[src/rtl/ric_prio_pkg.sv]
// Shared types and sizing for the priority routing interrupt controller.
// Source IDs, priorities and owner-core fields are typed so widths track the sizing.
package ric_prio_pkg;
   localparam int NIRQ        = 32;
   localparam int NCORE       = 4;
   localparam int PRIO_W      = 3;
   localparam int ID_W        = $clog2(NIRQ);
   localparam int CORE_W      = $clog2(NCORE);
   localparam int PLIC_PRIO_W = PRIO_W;

   typedef logic [PLIC_PRIO_W-1:0] plic_intr_prio_t;
   typedef logic [ID_W-1:0]        plic_intr_id_t;
   typedef logic [CORE_W-1:0]      plic_intr_core_id_t;

   typedef enum logic {
      PLIC_LEVEL = 1'b0,
      PLIC_EDGE  = 1'b1
   } plic_intr_mode_t;
endpackage

[src/rtl/ric_prio_gateway.sv]
// Per-source gateway: two-flop synchroniser, edge detect, pending and in-service state.
// The claim and complete inputs are one-cycle strobes that are already decoded for this source.
module ric_prio_gateway
   import ric_prio_pkg::*;
(
   input  logic clk,
   input  logic rstn,
   input  logic i_irq,
   input  logic i_edge,
   input  logic i_dbg,
   input  logic i_claim,
   input  logic i_complete,
   output logic o_pending,
   output logic o_in_service
);
   logic [1:0]      r_sync;
   logic            r_req_d;
   logic            r_pending;
   logic            r_in_service;
   logic            w_req_s;
   logic            w_rise;
   logic            w_level;
   logic            w_lvl_req;
   logic            w_free;
   logic            w_pending_nxt;
   plic_intr_mode_t w_mode;

   assign w_mode    = plic_intr_mode_t'(i_edge);
   assign w_req_s   = r_sync[1];
   assign w_rise    = w_req_s & ~r_req_d;
   assign w_level   = (w_mode == PLIC_LEVEL) | i_dbg;
   assign w_lvl_req = w_req_s | i_dbg;
   // A complete in this cycle frees the source, so a held level request re-pends at the same edge.
   assign w_free    = ~r_in_service | i_complete;

   always_comb begin
      w_pending_nxt = r_pending;
      if (w_level) begin
         if (i_claim)
            w_pending_nxt = 1'b0;
         else if (w_free)
            w_pending_nxt = w_lvl_req;
      end else begin
         if (w_rise)
            w_pending_nxt = 1'b1;
         else if (i_claim)
            w_pending_nxt = 1'b0;
      end
   end

   always_ff @(posedge clk or negedge rstn) begin
      if (!rstn) begin
         r_sync       <= '0;
         r_req_d      <= 1'b0;
         r_pending    <= 1'b0;
         r_in_service <= 1'b0;
      end else begin
         r_sync       <= {r_sync[0], i_irq};
         r_req_d      <= w_req_s;
         r_pending    <= w_pending_nxt;
         r_in_service <= i_claim | (r_in_service & ~i_complete);
      end
   end

   assign o_pending    = r_pending;
   assign o_in_service = r_in_service;
endmodule

[src/rtl/ric_prio.sv]
// Routing interrupt controller: per-source gateways, a per-core priority arbiter
// with threshold, and the claim/complete handshake.
module ric_prio
   import ric_prio_pkg::*;
(
   input  logic                                 clk,
   input  logic                                 rstn,
   input  logic               [NIRQ-1:0]        irq_in,
   input  plic_intr_core_id_t [NIRQ-1:0]        s2b_intr_core_id,
   input  logic               [NIRQ-1:0]        s2b_intr_en,
   input  logic               [NIRQ-1:0]        s2b_dbg_en,
   input  logic               [NIRQ-1:0]        s2b_intr_edge,
   input  plic_intr_prio_t    [NIRQ-1:0]        s2b_intr_prio,
   input  plic_intr_prio_t    [NCORE-1:0]       s2b_threshold,
   input  logic               [NCORE-1:0]       claim_req,
   output logic               [NCORE-1:0]       claim_ack,
   output logic               [NCORE-1:0]       claim_valid,
   output plic_intr_id_t      [NCORE-1:0]       claim_id,
   input  logic               [NCORE-1:0]       complete_req,
   input  plic_intr_id_t      [NCORE-1:0]       complete_id,
   output plic_intr_id_t      [NCORE-1:0]       b2s_intr_src,
   output logic               [NCORE-1:0]       external_int,
   output logic               [NIRQ-1:0]        b2s_pending
);
   logic          [NIRQ-1:0]  w_pending;
   logic          [NIRQ-1:0]  w_in_service;
   logic          [NIRQ-1:0]  w_claim_vec;
   logic          [NIRQ-1:0]  w_cmpl_vec;
   logic          [NCORE-1:0] w_win_vld;
   plic_intr_id_t [NCORE-1:0] w_win_id;

   logic          [NCORE-1:0] r_ext;
   plic_intr_id_t [NCORE-1:0] r_src;
   logic          [NCORE-1:0] r_ack;
   logic          [NCORE-1:0] r_cvalid;
   plic_intr_id_t [NCORE-1:0] r_cid;

   // A claim takes the registered winner; several cores completing one ID OR into a single clear.
   always_comb begin
      w_claim_vec = '0;
      w_cmpl_vec  = '0;
      for (int j = 0; j < NIRQ; j++) begin
         for (int i = 0; i < NCORE; i++) begin
            if (claim_req[i] && r_ext[i] && (r_src[i] == ID_W'(j)))
               w_claim_vec[j] = 1'b1;
            if (complete_req[i] && (complete_id[i] == ID_W'(j)))
               w_cmpl_vec[j] = 1'b1;
         end
      end
   end

   for (genvar j = 0; j < NIRQ; j++) begin : g_gw
      ric_prio_gateway u_gw (
         .clk          (clk),
         .rstn         (rstn),
         .i_irq        (irq_in[j]),
         .i_edge       (s2b_intr_edge[j]),
         .i_dbg        (s2b_dbg_en[j]),
         .i_claim      (w_claim_vec[j]),
         .i_complete   (w_cmpl_vec[j]),
         .o_pending    (w_pending[j]),
         .o_in_service (w_in_service[j])
      );
   end

   for (genvar i = 0; i < NCORE; i++) begin : g_arb
      logic            w_found;
      plic_intr_id_t   w_bid;
      plic_intr_prio_t w_bprio;

      // Ascending scan with a strict compare leaves ties with the lowest ID.
      always_comb begin
         w_found = 1'b0;
         w_bid   = '0;
         w_bprio = '0;
         for (int j = 0; j < NIRQ; j++) begin
            if (w_pending[j] && !w_in_service[j] && s2b_intr_en[j] && !w_claim_vec[j] &&
                (s2b_intr_core_id[j] == CORE_W'(i)) &&
                (s2b_intr_prio[j] > s2b_threshold[i]) &&
                (!w_found || (s2b_intr_prio[j] > w_bprio))) begin
               w_found = 1'b1;
               w_bid   = ID_W'(j);
               w_bprio = s2b_intr_prio[j];
            end
         end
      end

      assign w_win_vld[i] = w_found;
      assign w_win_id[i]  = w_bid;
   end

   always_ff @(posedge clk or negedge rstn) begin
      if (!rstn) begin
         r_ext    <= '0;
         r_src    <= '0;
         r_ack    <= '0;
         r_cvalid <= '0;
         r_cid    <= '0;
      end else begin
         r_ext    <= w_win_vld;
         r_src    <= w_win_id;
         r_ack    <= claim_req;
         r_cvalid <= claim_req & r_ext;
         for (int i = 0; i < NCORE; i++)
            r_cid[i] <= (claim_req[i] && r_ext[i]) ? r_src[i] : '0;
      end
   end

   assign external_int = r_ext;
   assign b2s_intr_src = r_src;
   assign claim_ack    = r_ack;
   assign claim_valid  = r_cvalid;
   assign claim_id     = r_cid;
   assign b2s_pending  = w_pending;
endmodule

[config.mk]
export PLATFORM = sky130hd
export DESIGN_NAME = ric_prio
export DESIGN_NICKNAME = d
export VERILOG_FILES = /design/src/rtl/ric_prio_pkg.sv /design/src/rtl/ric_prio_gateway.sv /design/src/rtl/ric_prio.sv
export SDC_FILE = /design/constraint.sdc
export NUM_CORES = 2
export LEC_CHECK = 0
export ABC_CLOCK_PERIOD_IN_PS = 114100
export BUFFER_PORTS_ARGS = -buffer_cell sky130_fd_sc_hd__buf_2
export CORE_MARGIN = 2
export CORE_UTILIZATION = 25
export CTS_CLUSTER_DIAMETER = 150
export DETAILED_ROUTE_END_ITERATION = 6
export GPL_TIMING_DRIVEN = 0
export PLACE_DENSITY_LB_ADDON = 0.05
export SYNTH_ARGS = -nofsm -noshare
export SYNTH_HDL_FRONTEND = slang
export SYNTH_SLANG_ARGS = --single-unit
[constraint.sdc]
create_clock -name clk -period 114.1 [get_ports clk]
set_input_delay 11.41 -clock clk [delete_from_list [all_inputs] [get_ports clk]]
set_output_delay 11.41 -clock clk [all_outputs]
set_load 0.01 [all_outputs]
==> results.sh <==
export IMPL_status="finished, violations left"
export IMPL_failed_checks="slew limit"
export IMPL_grt_usage_pct=25.0
export IMPL_grt_overflow=0
export IMPL_synth_ff_type="dfrtp_1"
export IMPL_powerDensity_nw_per_um2=17.0
export IMPL_max_freq_mhz=14.6
export IMPL_wl_um=193000
export IMPL_ir_drop_uv=14.1
export IMPL_core_area_um2=146000
export IMPL_cts_root_buf="clkbuf_16"
export IMPL_final_common_cell="ha_1"
export IMPL_r2r_start="b2s_intr_src[18]"
export IMPL_synth_nets=5777
export IMPL_dp_hpwl_um=160000
export IMPL_dieArea_um2=149000
export IMPL_vias_per_cell=5.51
export IMPL_antenna_found_initial=21
export IMPL_critical_path_depth=263
export IMPL_yosysSeqAreaShare_pct=14.5
export IMPL_cp_arrival_ns=68.91
export IMPL_cts_buffers=26
export IMPL_final_layout_size_suffix_gt1_share_pct=13.9
export IMPL_ys_types=127
export IMPL_clk_latency_ns=0.61
export IMPL_drt_pre_antenna_iters=6
export IMPL_nFillCells=15900
export IMPL_yosysTopAreaCell="ha_1"
export IMPL_crit_type="in2reg"
export IMPL_synth_area_um2=36600
export IMPL_initial_utilization_pct=25.1
export IMPL_place_congestion=0.917
export IMPL_first_global_vias=38000
export IMPL_cts_sinks=212
export IMPL_fin_ws_ns=45.68
export IMPL_pin_count=414
export IMPL_synth_cells=4783
export IMPL_synth_edf_count=0
export IMPL_setup_viol_count_final=0
export IMPL_drc=0
export IMPL_cts_hold_buffers=0
export IMPL_maxCapViolations=0
export IMPL_worstPathMaxFanout=10
export IMPL_fin_skew_ns=0.0151
export IMPL_nets=6241
export IMPL_vias=39600
export IMPL_crit_family="compound AO/OA/AOI/OAI gates"
export IMPL_power_leakage_nw=19.6
export IMPL_path_common_cell="a21oi_1"
export IMPL_fin_setup_tns_ns=0
export IMPL_grt_pass1_wl_um=277000
export IMPL_synth_top_area_share_pct=22.7
export IMPL_slew_viol_final=2
export IMPL_grt_max_degree=85
export IMPL_start_kind="input port"
export IMPL_period_share_pct=60.0
export IMPL_clk_pin_slew_ns=0.07
export IMPL_drt_iter0_markers=2849
export IMPL_row_count=140
export IMPL_hold_path_class="reg2reg"
export IMPL_cpMaxStageDelayCell="nor4_1"
export IMPL_die_width_um=387
export IMPL_slew_headroom_pct=-1.15
export IMPL_die_h_um=387
export IMPL_yosys_register_bits=212
export IMPL_worst_pin_slew_ns=1.52
export IMPL_slowest_delay_ns=0.90
export IMPL_crit_end="b2s_intr_src[4]"
export IMPL_final_cell_mix="ha_1 (664), nand2_1 (466), buf_2 (422)"
export IMPL_syn2layout_area_growth_pct=16.2
export IMPL_tritoncts="yes"
export IMPL_cp_buffers_inverters=19
export IMPL_async_reset_ff_share_pct=100
export IMPL_reg2regPathDepth=262
export IMPL_place_worst_setup_slack_ns=45.95
export IMPL_cts_max_path_buffers=3
export IMPL_post_cts_resized=0
export IMPL_final_hold_viol_count=0
export IMPL_rrSetupSlack_ns=55.94
export IMPL_required_ns=114.59
export IMPL_wl_per_cell_um=26.9
export IMPL_reg2reg_to="b2s_intr_src[4]"
export IMPL_startpoint="claim_req[2]"
export IMPL_period_minus_slack_ns=68.42
export IMPL_portBuffers=413
export IMPL_yosysWarnings=0
export IMPL_cp_end_kind="flip-flop"
export IMPL_syn_mean_instance_area_um2=7.65
export IMPL_detail_route_antenna_nets=0
export IMPL_synth_area_leaders="ha_1 (23%), dfrtp_1 (14%), a21oi_1 (5.3%)"
export IMPL_postCtsSetupRepairBufs=0
export IMPL_htreeDepth=1
export IMPL_rsz0062_at_grt="false"
registers in the layout, summed over array words and instances, names as in the netlist:
name / count
b2s_intr_src: 20
claim_ack: 4
claim_id: 20
claim_valid: 4
external_int: 4
g_gw.u_gw.o_in_service: 32
g_gw.u_gw.o_pending: 32
g_gw.u_gw.r_req_d: 32
g_gw.u_gw.r_sync: 64
cell families after synthesis:
group	after synthesis	share of synthesized area (%)
adder cells (fa/ha/maj)	684	23.2
buffers and inverters	450	5.04
AO/OA/AOI/OAI	1551	29.0
flip-flops	212	14.5
multiplexers	78	2.30
AND/OR/NAND/NOR	1808	25.9
report_power, final:
part	internal, mW	switching [mW]
combinational	0.189	0.324
sequential	0.0927	0.0251
clock	0.0525	0.0390
stage by stage:
step / utilization (%) / std cells / instance area (um2) / hold slack, ns / power, mW
global route: 29.2 / 7183 / 42500 / 0.352 / 0.792
global placement: 28.2 / 7113 / 41100 / 0.333 / 0.623
detailed placement: 28.6 / 7136 / 41600 / 0.335 / 0.629
finish: 29.2 / 7191 / 42500 / 0.347 / 0.723
floorplan: - / 4783 / 36600 / 0.331 / 0.439
CTS: 29.2 / 7181 / 42500 / 0.332 / 0.725
worst register-to-register path: cells and delay by family, from the launching register on:
kind	cells	cell delay, ns
DFF	1	0.48
and+or+nand+nor	67	12.80
buffers and inverters	18	2.44
AOI/OAI and AO/OA	130	28.50
adders and majority gates	36	10.49
muxes	11	3.35
per-layer routing:
layer  global-route usage (%)  wire length (um)  vias to the layer above
met5                        0               118                        -
met4                     4.26              3890                       18
met3                     3.06              8270                      162
met2                     42.1             89900                      982
met1                     34.3             91100                    19400
li1                         -                 -                    19100
cells in the mapped netlist, types with 26 or more instances:
library cell  number
inv_1            338
buf_4             36
clkbuf_1          51
a31oi_1           98
nand2_1          466
nand3_1          207
o211ai_1          34
mux2_2            49
and3_1            75
nor4_1            32
a211oi_1          42
o21ai_0          257
and2_1            59
nand2b_1          99
mux2i_1           29
nor2_1           302
nor3_1           113
a21o_1            88
nand4_1           38
or3_1             37
dfrtp_1          212
a221oi_1          38
o21a_1           106
ha_1             664
nor2b_1          175
a21oi_1          388
o22ai_1           54
o32ai_1           44
o2111ai_1         26
or2_2             40
o31ai_1           32
worst min-delay path by stage:
| stage | depth (start not counted) | start | slack, ns | endpoint |
|---|---|---|---|---|
| 2_1_floorplan | 0 | g_gw[0].u_gw.r_sync[0] | 0.33 | g_gw[0].u_gw.r_sync[1] |
| 3_3_place_gp | 0 | g_gw[7].u_gw.r_sync[0] | 0.33 | g_gw[7].u_gw.r_sync[1] |
| 3_5_place_dp | 0 | g_gw[17].u_gw.r_sync[0] | 0.33 | g_gw[17].u_gw.r_sync[1] |
| 4_1_cts | 0 | g_gw[15].u_gw.r_sync[0] | 0.33 | g_gw[15].u_gw.r_sync[1] |
| 5_1_grt | 0 | g_gw[22].u_gw.r_sync[0] | 0.35 | g_gw[22].u_gw.r_sync[1] |
| 6_report | 0 | g_gw[20].u_gw.r_sync[0] | 0.35 | g_gw[20].u_gw.r_sync[1] |
final cells by class:
type / count / area [um2] / area share (%)
Inverter: 340 / 1300 / 3.05
Clock buffer: 31 / 689 / 1.62
Buffer: 110 / 568 / 1.34
Clock inverter: 14 / 218 / 0.512
Timing Repair Buffer: 436 / 2510 / 5.89
Antenna cell: 10 / 25.0 / 0.0589
Sequential cell: 212 / 5310 / 12.5
Multi-Input combinational cell: 4121 / 29500 / 69.4
Tap cell: 1917 / 2400 / 5.64
Note: power is estimated with default switching activity, not from simulation.
